## src/rtl/laser_pkg.sv

```systemverilog
// Shared types and helpers for the multi-channel laser link receiver.
package laser_pkg;

  localparam int SYNC_DEPTH = 2;

  typedef enum logic [1:0] {
    IDLE  = 2'd0,
    START = 2'd1,
    DATA  = 2'd2,
    STOP  = 2'd3
  } rx_state_t;

  // Three-sample window centred on the bit middle: sc in {M-1, M, M+1}.
  function automatic logic vote_window(input int unsigned sc, input int unsigned oversample);
    return (sc + 1 >= oversample / 2) && (sc <= oversample / 2 + 1);
  endfunction

endpackage

```

## src/rtl/laser_rx_channel.sv

```systemverilog
// One laser lane: synchroniser, majority-vote frame recovery and a
// single-entry holding register drained by the array alignment stage.
module laser_rx_channel
  import laser_pkg::*;
#(
  parameter int DATA_BITS  = 8,
  parameter int OVERSAMPLE = 8
) (
  input  logic                 clock,
  input  logic                 reset,
  input  logic                 enable_i,
  input  logic                 laser_i,
  input  logic                 take_i,
  output logic [DATA_BITS-1:0] byte_o,
  output logic                 full_o,
  output logic                 frame_error_o,
  output logic                 overrun_o
);

  localparam int SC_W = (OVERSAMPLE > 1) ? $clog2(OVERSAMPLE) : 1;
  localparam int BC_W = (DATA_BITS > 1) ? $clog2(DATA_BITS) : 1;

  logic [SYNC_DEPTH-1:0] sync_q;
  rx_state_t             state_q, state_d;
  logic [SC_W-1:0]       sc_q;
  logic [BC_W-1:0]       bit_q;
  logic [1:0]            votes_q, votes_now;
  logic [DATA_BITS-1:0]  shift_q, hold_q;
  logic                  full_q, frame_error_q, overrun_q;
  logic                  s, in_win, decide, bit_val, last_bit;
  logic                  shift_en, stop_good, stop_bad, write;

  // NOTE: clocked state uses non-blocking assignments so every flop samples
  // pre-edge values; blocking here would collapse the synchroniser chain.
  always_ff @(posedge clock or posedge reset) begin
    if (reset) sync_q <= '1;
    else       sync_q <= {sync_q[SYNC_DEPTH-2:0], laser_i};
  end

  assign s         = sync_q[SYNC_DEPTH-1];
  assign in_win    = vote_window(32'(sc_q), OVERSAMPLE);
  assign votes_now = votes_q + {1'b0, in_win & s};
  assign bit_val   = votes_now >= 2'd2;
  assign decide    = enable_i && (state_q != IDLE) && (sc_q == SC_W'(OVERSAMPLE - 1));
  assign last_bit  = bit_q == BC_W'(DATA_BITS - 1);

  always_ff @(posedge clock or posedge reset) begin
    if (reset) state_q <= IDLE;
    else       state_q <= state_d;
  end

  // NOTE: every always_comb output gets a default first so no path infers a latch.
  always_comb begin
    state_d = state_q;
    if (!enable_i) begin
      state_d = IDLE;
    end else begin
      unique case (state_q)
        IDLE:  if (!s)                 state_d = START;
        START: if (decide)             state_d = bit_val ? IDLE : DATA;
        DATA:  if (decide && last_bit) state_d = STOP;
        STOP:  if (decide)             state_d = IDLE;
        default:                       state_d = IDLE;
      endcase
    end
  end

  always_comb begin
    shift_en  = 1'b0;
    stop_good = 1'b0;
    stop_bad  = 1'b0;
    if (decide) begin
      shift_en  = state_q == DATA;
      stop_good = (state_q == STOP) && bit_val;
      stop_bad  = (state_q == STOP) && !bit_val;
    end
  end

  // A take in the same cycle vacates the slot, so the new byte is accepted.
  assign write = stop_good && (!full_q || take_i);

  // NOTE: the shift and holding registers are reset as well so data_out never
  // carries X after reset; they are only a few flops per lane.
  always_ff @(posedge clock or posedge reset) begin
    if (reset) begin
      sc_q          <= '0;
      bit_q         <= '0;
      votes_q       <= '0;
      shift_q       <= '0;
      hold_q        <= '0;
      full_q        <= 1'b0;
      frame_error_q <= 1'b0;
      overrun_q     <= 1'b0;
    end else begin
      if (!enable_i || state_q == IDLE || decide) sc_q <= '0;
      else                                        sc_q <= sc_q + 1'b1;

      if (!enable_i || state_q == IDLE || decide) votes_q <= '0;
      else                                        votes_q <= votes_now;

      if (!enable_i || state_q == IDLE) bit_q <= '0;
      else if (shift_en)                bit_q <= last_bit ? '0 : bit_q + 1'b1;

      if (shift_en) shift_q[bit_q] <= bit_val;
      if (write)    hold_q         <= shift_q;

      full_q        <= write | (full_q & ~take_i);
      frame_error_q <= stop_bad;
      overrun_q     <= stop_good && full_q && !take_i;
    end
  end

  assign byte_o        = hold_q;
  assign full_o        = full_q;
  assign frame_error_o = frame_error_q;
  assign overrun_o     = overrun_q;

endmodule

```

## src/rtl/laser_rx_array.sv

```systemverilog
// Multi-lane laser receiver: per-lane frame recovery plus an alignment stage
// presenting one byte from every lane as a wide valid/ready word.
module laser_rx_array
  import laser_pkg::*;
#(
  parameter int CHANNELS   = 2,
  parameter int DATA_BITS  = 8,
  parameter int OVERSAMPLE = 8
) (
  input  logic                          clock,
  input  logic                          reset,
  input  logic                          enable,
  input  logic [CHANNELS-1:0]           laser_in,
  output logic [CHANNELS*DATA_BITS-1:0] data_out,
  output logic                          data_valid,
  input  logic                          data_ready,
  output logic [CHANNELS-1:0]           frame_error,
  output logic [CHANNELS-1:0]           overrun
);

  logic [CHANNELS-1:0]           full;
  logic [CHANNELS*DATA_BITS-1:0] hold_flat;
  logic [CHANNELS*DATA_BITS-1:0] data_q;
  logic                          valid_q;
  logic                          take;

  for (genvar i = 0; i < CHANNELS; i++) begin : g_ch
    laser_rx_channel #(
      .DATA_BITS (DATA_BITS),
      .OVERSAMPLE(OVERSAMPLE)
    ) u_ch (
      .clock        (clock),
      .reset        (reset),
      .enable_i     (enable),
      .laser_i      (laser_in[i]),
      .take_i       (take),
      .byte_o       (hold_flat[i*DATA_BITS +: DATA_BITS]),
      .full_o       (full[i]),
      .frame_error_o(frame_error[i]),
      .overrun_o    (overrun[i])
    );
  end

  // Transfer only a complete set, and only when the output slot is free or draining.
  assign take = (&full) && (!valid_q || data_ready);

  always_ff @(posedge clock or posedge reset) begin
    if (reset) begin
      data_q  <= '0;
      valid_q <= 1'b0;
    end else if (take) begin
      data_q  <= hold_flat;
      valid_q <= 1'b1;
    end else if (data_ready) begin
      valid_q <= 1'b0;
    end
  end

  assign data_out   = data_q;
  assign data_valid = valid_q;

endmodule

```

## config.mk

```make
export PLATFORM = sky130hd
export DESIGN_NAME = laser_rx_array
export DESIGN_NICKNAME = d
export VERILOG_FILES = /design/src/rtl/laser_pkg.sv /design/src/rtl/laser_rx_channel.sv /design/src/rtl/laser_rx_array.sv
export SDC_FILE = /design/constraint.sdc
export NUM_CORES = 1
export LEC_CHECK = 0
export CAP_MARGIN = 25
export CORE_UTILIZATION = 45
export DETAILED_ROUTE_END_ITERATION = 8
export PLACE_DENSITY = 0.69
export SLEW_MARGIN = 20
export SYNTH_ARGS = -nofsm -noshare
export SYNTH_HDL_FRONTEND = slang
export SYNTH_SLANG_ARGS = --single-unit
```

## constraint.sdc

```tcl
create_clock -name clock -period 7.2 [get_ports clock]
set_clock_uncertainty 0.2 [all_clocks]
set_input_delay 1.44 -clock clock [delete_from_list [all_inputs] [get_ports clock]]
set_output_delay 1.44 -clock clock [all_outputs]
set_load 0.1 [all_outputs]
```

==> results.cfg <==
[placed_design]
detailed_place_hpwl_mm = 3.35
portBuffers = 26
weighted_congestion_at_the_end_of_routability_driven_global_placement = 0.727
dpl_cell_area_um2 = 3720

[critical_path]
worstPathCellList = clkdlybuf4s50_1
critical-path-max-stage-delay_ps = 1130
first_element_of_the_critical_path = data_out[1]
timing.critical_path.to_type = primary output
critical-path-top-delay-family = buffers and inverters
critPathBufInv = 1
path_class = register to primary output
critical_path.slowest_cell = sky130_fd_sc_hd__clkdlybuf4s50_1
crit_fanout = 2
cp.arrival_ps = 1840
reg2reg_from = g_ch[0].u_ch.sc_q[0]
worst_setup_path_start_kind = register
crit_required_ps = 5560

[cells_and_area]
nets = 307
final_cell_area_um2 = 3930
insertedDiodeCount = 0
syn_to_final_growth_pct = 14.5
drive_above_1_share_pct = 25.7

[worst_hold_path]
worstHoldPathType = register to register
min_from = g_ch[1].u_ch.sync_q[0]

[synthesis]
syn-instance-count = 270
syn-cell-area_um2 = 3430
ys_seq_elements = 79
synthesis.nets = 286
yosys.cell_count.top_type = sky130_fd_sc_hd__dfrtp_1
synth_top_area_share_pct = 54.7
synthArstFlopShare_pct = 100
syn-mean-instance-area_um2 = 12.7
synth_warnings = 0
netlist-cell-type-count = 37
synth.top_cells.by_area = sky130_fd_sc_hd__dfrtp_1, sky130_fd_sc_hd__mux2_2, sky130_fd_sc_hd__ha_1
ys_seq_area_share_pct = 57.7
synthTopCellsByCount = sky130_fd_sc_hd__dfrtp_1, sky130_fd_sc_hd__mux2_2, sky130_fd_sc_hd__nor2_1
dominant_cell_type_by_area_after_synthesis = sky130_fd_sc_hd__dfrtp_1
yosys_most_used_dff = sky130_fd_sc_hd__dfrtp_1
synth-edff-count = 0

[power]
cellPowerDensity_nw_per_um2 = 196
p_leak_nw = 1.90
ir_drop_uv = 86.7

[die]
die_height_um = 89.3
die_x_um = 89.3
top_level_ports = 27
coreArea_um2 = 7330
design.die.area_um2 = 7980
start_util_pct = 46.8
num_rows = 31

[global_route]
grt_first_pass_wirelength_mm = 8.85
first_global_vias = 1810
grt_usage_pct = 15.0
aggregate_global_routing_overflow = 0
antenna_found_initial = 0
grt_start_max_net_pins = 80

[sta]
max_freq_ghz = 0.287
setup_viol = 0
slew_viol_final = 0
hold_ws_ps = 159
hold_viol = 0
setup_total_negative_slack_ps = 0
period_share_pct = 48.4
setup_repair_after_global_routing_missed_its_margin = false
timing_worst_slew_pin_value_ps = 1020
min_period_ps = 3480
slew-limit-headroom_pct = 31.9

[routing]
drt_pass1_iterations = 4
wl_per_cell_um = 12.9
drt.antenna.violating_nets = 0
route.final.wire_length_mm = 5.10
drtIter0Drc = 80
remaining_drc_errors = 0
via_per_inst = 4.93
detailroute.via_count = 1949

[status]
outcome = completed

[clock_tree]
cts_num_sinks = 79
post_cts.resized_instances = 0
clock_tree.buffer_depth = 2
hold_fix_buffers_cts = 0
clk_latency_ps = 350
cts_tree = built
h-tree-depth = 3
cts_inserted_buffers = 9
cts.reportedPaths.clkPinSlew_ps = 90
root_buffer = sky130_fd_sc_hd__clkbuf_8
post-cts-setup-buffers = 0

[run]
number_of_maximum_capacitance_constraint_violations = 0
[sequential cells by signal, summed over array words and instances (netlist names)]
name / flops
g_ch.u_ch.byte_o: 16
g_ch.u_ch.overrun_o: 2
data_valid: 1
g_ch.u_ch.shift_q: 16
g_ch.u_ch.full_o: 2
g_ch.u_ch.bit_q: 6
g_ch.u_ch.sc_q: 6
g_ch.u_ch.state_q: 4
data_out: 16
g_ch.u_ch.votes_q: 4
g_ch.u_ch.sync_q: 4
g_ch.u_ch.frame_error_o: 2
[placed cells by master (no fill, tap or decap), types with 2 or more instances in the layout]
cell	instances
sky130_fd_sc_hd__dfrtp_1	75
sky130_fd_sc_hd__mux2_2	39
sky130_fd_sc_hd__clkdlybuf4s50_1	26
sky130_fd_sc_hd__nor2_1	23
sky130_fd_sc_hd__nand2_1	16
sky130_fd_sc_hd__inv_1	11
sky130_fd_sc_hd__nor2b_1	10
sky130_fd_sc_hd__ha_1	10
sky130_fd_sc_hd__clkbuf_8	9
sky130_fd_sc_hd__mux2_4	8
sky130_fd_sc_hd__nor3_1	6
sky130_fd_sc_hd__nand2b_1	5
sky130_fd_sc_hd__a21oi_1	4
sky130_fd_sc_hd__a22oi_1	4
sky130_fd_sc_hd__nand3b_1	4
sky130_fd_sc_hd__dfstp_2	4
sky130_fd_sc_hd__o21ai_0	3
sky130_fd_sc_hd__a22o_1	3
sky130_fd_sc_hd__inv_6	3
sky130_fd_sc_hd__xor2_1	2
sky130_fd_sc_hd__nand2b_4	2
sky130_fd_sc_hd__nor3b_2	2
sky130_fd_sc_hd__nand4_1	2
sky130_fd_sc_hd__nand3_1	2
sky130_fd_sc_hd__a21boi_0	2
sky130_fd_sc_hd__a311oi_1	2
sky130_fd_sc_hd__o211ai_1	2
sky130_fd_sc_hd__nor3b_1	2
sky130_fd_sc_hd__clkinv_4	2
sky130_fd_sc_hd__buf_4	2
[power breakdown]
group	internal [W]	total, W	leakage [nW]	switching (W)
registers	0.000447	0.000450	1.09	0.00000265
clock network	0.000129	0.000300	0.0906	0.000171
logic	0.00000706	0.0000192	0.727	0.0000121
total	0.000583	0.000769	1.90	0.000186
[final cells by class]
type / count / area [µm²]
fillers: 611 / 3400
flip-flops and latches: 79 / 1980
well taps: 99 / 124
clock inverters: 7 / 56.3
multi-input cells: 160 / 1290
inverters: 12 / 45.0
clock buffers: 9 / 124
repair buffers: 29 / 303
[layer usage]
layer / global-route usage, % / part of all wire (%) / vias to the layer above
li1: - / - / 956
met1: 21.8 / 51 / 947
met2: 20.5 / 43 / 35
met3: 4.52 / 3.5 / 11
met4: 6.93 / 2.0 / 0
met5: 0 / 0 / -
[cells by family (layout without fill, tap and decap cells)]
logic type / after synthesis / in the layout / share of synthesized area [%]
AO/OA/AOI/OAI: 22 / 22 / 4.52
XOR/XNOR: 2 / 2 / 0.510
adder cells (fa/ha/maj): 10 / 10 / 3.65
buffers and inverters: 31 / 57 / 4.52
flip-flops: 79 / 79 / 57.7
multiplexers: 48 / 48 / 16.6
AND/OR/NAND/NOR: 78 / 78 / 12.4
[metrics by stage]
step	power [W]	util (%)	setup slack (ps)	std cells
6_report	0.000769	53.6	3720	395
4_1_cts	0.000779	53.2	3690	394
2_1_floorplan	0.000471	-	3540	270
5_1_grt	0.000797	53.6	3640	395
3_5_place_dp	0.000476	50.8	3470	378
3_3_place_gp	0.000476	50.8	3510	378
[final timing paths]
check                                           to  cells after the start  slack, ps
min reg2reg                 g_ch[1].u_ch.sync_q[1]                      0        160
max in group asynchronous  g_ch[0].u_ch.shift_q[6]                      4       4980
max                                    data_out[1]                      1       3720
max reg2reg                 g_ch[0].u_ch.byte_o[4]                      9       3950
min                         g_ch[1].u_ch.sync_q[1]                      0        160
min in group asynchronous  g_ch[0].u_ch.state_q[1]                      3       1260
(Power assumes the default switching activity.)
==> edit 1: new RTL, same flow settings <==
`OVERSAMPLE` is set to 8 in 2 places; all go to 16.
--- a/src/rtl/laser_rx_channel.sv
+++ b/src/rtl/laser_rx_channel.sv
@@ -4,7 +4,7 @@
   import laser_pkg::*;
 #(
   parameter int DATA_BITS  = 8,
-  parameter int OVERSAMPLE = 8
+  parameter int OVERSAMPLE = 16
 ) (
   input  logic                 clock,
   input  logic                 reset,
--- a/src/rtl/laser_rx_array.sv
+++ b/src/rtl/laser_rx_array.sv
@@ -5,7 +5,7 @@
 #(
   parameter int CHANNELS   = 2,
   parameter int DATA_BITS  = 8,
-  parameter int OVERSAMPLE = 8
+  parameter int OVERSAMPLE = 16
 ) (
   input  logic                          clock,
   input  logic                          reset,
Behaviour: same outputs for any inputs over 10 cycles, from zero or initial values and one cycle with reset high; that may be too few to reach the edited logic, so the function may still have changed.
==> edit 1 against the original RTL <==
Area after synthesis up 4.6%; worst setup slack worse by 22 ps; routed wire length up 12%; combinational power up 9.9%; sequential power up 3%; non-clock buffer count unchanged; register-to-register slack better by 470 ps; first-iteration DRC count up 81%; final area up 5.4%; hold slack worse by 0.51 ps; power up 11%; sequential cell count up 2; largest cell class unchanged.
==> edit 1: results (changes against the original RTL) <==
share of layout cells above drive strength 1 24.7% (-1.0 points); sequential share of the synthesized area 56.6% (-1.1 points); Synthesis Warnings 0 (unchanged); R2R depth 10 (+1); H-tree depth 3 (unchanged); Synth Instances 284 (+5.2%); Area after DPL 0.00389 mm^2 (+4.5%); multi-input gate count 179 (+12%); vias in the first global route 2,134 (+18%); outcome complete, no violations; multi-input logic area 0.00143 mm^2 (+10%); r2r endpoint g_ch[1].u_ch.byte_o[5]$_DFFE_PP0P_; Worst-Margin Slew 986 ps (-33.0 ps); FFs & Latches 81 (+2.5%); Seq area share 49.0% (-1.4 points); Net Switching 0.000180 W (-3.3%); Post-Route WL 5700 um (+12%); Hold Crit Class reg2reg; peak supply drop 107 uV (+23%); post-cts sizing count 0 (unchanged); drt initial violations 145 (+81%); reg2reg start g_ch[1].u_ch.sc_q[0]$_DFF_PP0_; Unique masters post-synth 46 (+24%); Ant. Diodes 0 (unchanged); most frequent cells after synthesis dfrtp_1, mux2_2, nor2_1; largest net degree at the start of global routing 82 (+2.5%); initial antenna violation count 0 (unchanged); WP data arrival 3530 ps (+1690 ps); Cells after DPL 397 (+5.0%); I/O Buffers 26 (unchanged); Final #Nets 325 (+5.9%); Layout non-clock buf frac 7.31% (-0.40 points); first-pass GRT wire length 10,100 um (+14%); Logic inverters 7 (-5); critical path's largest stage delay 750 ps (-380 ps); top cells by area, synth dfrtp_1, mux2_2, ha_1, mux2_4, dfstp_2; Total GRT Usage 15.5% (+0.54 points); Max clock buf depth 2 (unchanged); fill count 661 (+8.2%); total vias in the final route 2,178 (+12%); worst hold margin 158 ps (-0.506 ps); post-route insts no fill 414 (+4.8%); ys async rst share 100% (unchanged); Lkg Pwr 1.98 nW (+3.8%); flop2flop setup slack 4420 ps (+470 ps); Top delay family on crit path simple AND/OR/NAND/NOR gates; final instance area 0.00414 mm^2 (+5.4%); hold path endpoint g_ch[0].u_ch.sync_q[1]$_DFF_PP1_; hold depth 0 (unchanged); Final clock-cell share 5.50% (+0.91 points); syn nets 302 (+5.6%); clkbuf count 10 (+1); gpl congestion 0.847 (+17%); HP Start g_ch[0].u_ch.sync_q[0]$_DFF_PP1_; count of non-CTS buffers in the layout 29 (unchanged); Tap Count 102 (+3.0%); maximum net fanout on the critical path 15 (+13); placed wire-length estimate 3840 um (+15%); Setup WS pre-CTS 3380 ps (-87.2 ps); slowest CP cell clkdlybuf4s50_1
edit 1: cell count changes in the layout (fill, tap and decap cells not counted), moves of 4 or more:
cell	change
mux2_2	-4
nor2b_1	-5
a31oi_1	+4
inv_1	-5
xnor2_1	+4
nand3_1	+11
o21ai_0	+5
nor2_1	-8
and2_1	+4
edit 1: worst max path at each step:
stage	endpoint	from	depth (start not counted)	slack, ps
after floorplan	data_out[0]$_DFFE_PP0P_	reset	1	3490
after global placement	g_ch[0].u_ch.shift_q[1]$_DFFE_PP0P_	enable	5	3500
after detailed placement	g_ch[1].u_ch.shift_q[1]$_DFFE_PP0P_	enable	5	3380
after CTS	data_out[12]	data_out[12]$_DFFE_PP0P_	1	3700
after global routing	g_ch[1].u_ch.shift_q[1]$_DFFE_PP0P_	enable	5	3510
final	g_ch[1].u_ch.shift_q[1]$_DFFE_PP0P_	enable	5	3690
edit 1: metal layers:
metal	routed length (um)	track usage, %	vias to the layer above
li1	-	-	1051
met1	2760	21.6	1073
met2	2620	22.9	46
met3	225	3.10	8
met4	95	8.33	0
met5	0	0	-
edit 1: power by group through the flow:
stage,sequential (W),combinational [W],clock [W]
after detailed placement,0.000471,0.0000201,0
after floorplan,0.000469,0.0000136,0
final,0.000462,0.0000211,0.000368
after global routing,0.000462,0.0000246,0.000401
after CTS,0.000462,0.0000201,0.000381
after global placement,0.000470,0.0000196,0
edit 1: cell families (layout without fill, tap and decap cells):
group	Yosys count	count (layout)	share of synthesized area [%]
and+or+nand+nor	85	85	13.7
buffers and inverters	24	52	3.66
AOI/OAI and AO/OA	31	31	5.51
DFF	81	81	56.6
xor gates and xnor gates	7	7	1.71
adders and majority gates	12	12	4.18
muxes	44	44	14.6
==> edit 2: new RTL, config.mk and constraints unchanged <==
Made on the original files. Reset style: synchronous (`reset`), changed in 4 clocked blocks.
--- a/src/rtl/laser_rx_channel.sv
+++ b/src/rtl/laser_rx_channel.sv
@@ -32,7 +32,7 @@
 
   // NOTE: clocked state uses non-blocking assignments so every flop samples
   // pre-edge values; blocking here would collapse the synchroniser chain.
-  always_ff @(posedge clock or posedge reset) begin
+  always_ff @(posedge clock) begin
     if (reset) sync_q <= '1;
     else       sync_q <= {sync_q[SYNC_DEPTH-2:0], laser_i};
   end
@@ -44,7 +44,7 @@
   assign decide    = enable_i && (state_q != IDLE) && (sc_q == SC_W'(OVERSAMPLE - 1));
   assign last_bit  = bit_q == BC_W'(DATA_BITS - 1);
 
-  always_ff @(posedge clock or posedge reset) begin
+  always_ff @(posedge clock) begin
     if (reset) state_q <= IDLE;
     else       state_q <= state_d;
   end
@@ -81,7 +81,7 @@
 
   // NOTE: the shift and holding registers are reset as well so data_out never
   // carries X after reset; they are only a few flops per lane.
-  always_ff @(posedge clock or posedge reset) begin
+  always_ff @(posedge clock) begin
     if (reset) begin
       sc_q          <= '0;
       bit_q         <= '0;
--- a/src/rtl/laser_rx_array.sv
+++ b/src/rtl/laser_rx_array.sv
@@ -44,7 +44,7 @@
   // Transfer only a complete set, and only when the output slot is free or draining.
   assign take = (&full) && (!valid_q || data_ready);
 
-  always_ff @(posedge clock or posedge reset) begin
+  always_ff @(posedge clock) begin
     if (reset) begin
       data_q  <= '0;
       valid_q <= 1'b0;
Check against the original RTL: same outputs for any inputs over 10 cycles, from zero or initial values and one cycle with reset high; that may be too few to reach the edited logic, so the function may still have changed.
==> edit 2 against the original RTL <==
Hold slack better by 50 ps; combinational power is 29% lower; critical path depth unchanged; final area is 5.2% lower; area after synthesis decreased by 5.5%; register-to-register slack improved by 600 ps; count of clock-buffer cells in the layout is 1 higher; power is 0.67% higher; largest power group unchanged; routed wire length rose by 4.1%; sequential cell count did not move; worst setup slack gained 20 ps.
==> edit 2: results (changes against the original RTL) <==
Area after DPL 0.00352 mm^2 (-5.3%); top cells by area, synth dfxtp_1, mux2i_1, nand2b_1, nand2_1, ha_1; drt initial violations 72 (-10%); Final #Nets 369 (+20%); ys async rst share 0% (-100 points); HP Start g_ch[0].u_ch.sync_q[0]$_SDFF_PP1_; most frequent cells after synthesis dfxtp_1, nand2_1, mux2i_1; Setup WS pre-CTS 3690 ps (+216 ps); largest net degree at the start of global routing 63 (-21%); met2 routed WL 2500 um (+13%); met1 WL 2610 um (+0.23%); vias in the first global route 2,069 (+14%); reg2reg start g_ch[0].u_ch.sc_q[0]$_SDFF_PP0_; Worst slew margin 35.0% (+3.1 points); switching share of total power 20.9% (-3.3 points); peak supply drop 112 uV (+29%); Unique masters post-synth 38 (+2.7%); syn nets 351 (+23%); placed wire-length estimate 3620 um (+8.2%); gpl congestion 0.734 (+0.89%); sequential share of the synthesized area 48.7% (-9.0 points); crit path from data_out[15]$_SDFFE_PP0P_; Lkg Pwr 1.41 nW (-26%); share of layout cells above drive strength 1 9.27% (-16 points); outcome complete, no violations; Post-Route WL 5310 um (+4.1%); total vias in the final route 2,219 (+14%)
edit 2: area by class of cell:
type                            count  area [um^2]
Sequential cell                    79         1580
Timing Repair Buffer               27          268
Clock inverter                      5         58.8
Clock buffer                       10          138
Inverter                            1         3.75
Fill cell                         635         3150
Tap cell                           96          120
Multi-Input combinational cell    234         1550
edit 2: worst paths after layout:
kind,to,slack [ps]
setup / recovery,data_out[15],3730
hold / removal,g_ch[0].u_ch.sync_q[1]$_SDFF_PP1_,210
setup reg to reg,g_ch[0].u_ch.byte_o[7]$_SDFFE_PP0P_,4550
hold reg to reg,g_ch[0].u_ch.sync_q[1]$_SDFF_PP1_,210
edit 2: kinds of logic after synthesis:
family / share of synthesized area, %
flip-flops: 48.7
buffers and inverters: 3.43
XOR/XNOR: 1.00
AO/OA/AOI/OAI: 6.40
multiplexers: 10.5
adder cells (fa/ha/maj): 4.24
AND/OR/NAND/NOR: 25.7
edit 2: per-stage QoR:
stage | power (W) | std cells | hold slack (ps)
final | 0.000774 | 452 | 208
after global routing | 0.000804 | 452 | 239
after CTS | 0.000783 | 452 | 214
after detailed placement | 0.000463 | 437 | 200
after global placement | 0.000463 | 437 | 200
after floorplan | 0.000458 | 334 | 189
edit 2: layer usage:
layer | global-route usage (%) | up-vias
met4 | 9.09 | 0
met3 | 3.13 | 9
met2 | 25.1 | 18
met5 | 0 | -
li1 | - | 1161
met1 | 18.9 | 1031
edit 2: power groups by stage:
stage               Combinational (W)  Clock [W]  Sequential [W]
detailed placement          0.0000136          0        0.000449
floorplan                  0.00000927          0        0.000449
CTS                         0.0000137   0.000331        0.000439
global route                0.0000149   0.000351        0.000439
finish                      0.0000136   0.000322        0.000439
global placement            0.0000136          0        0.000449
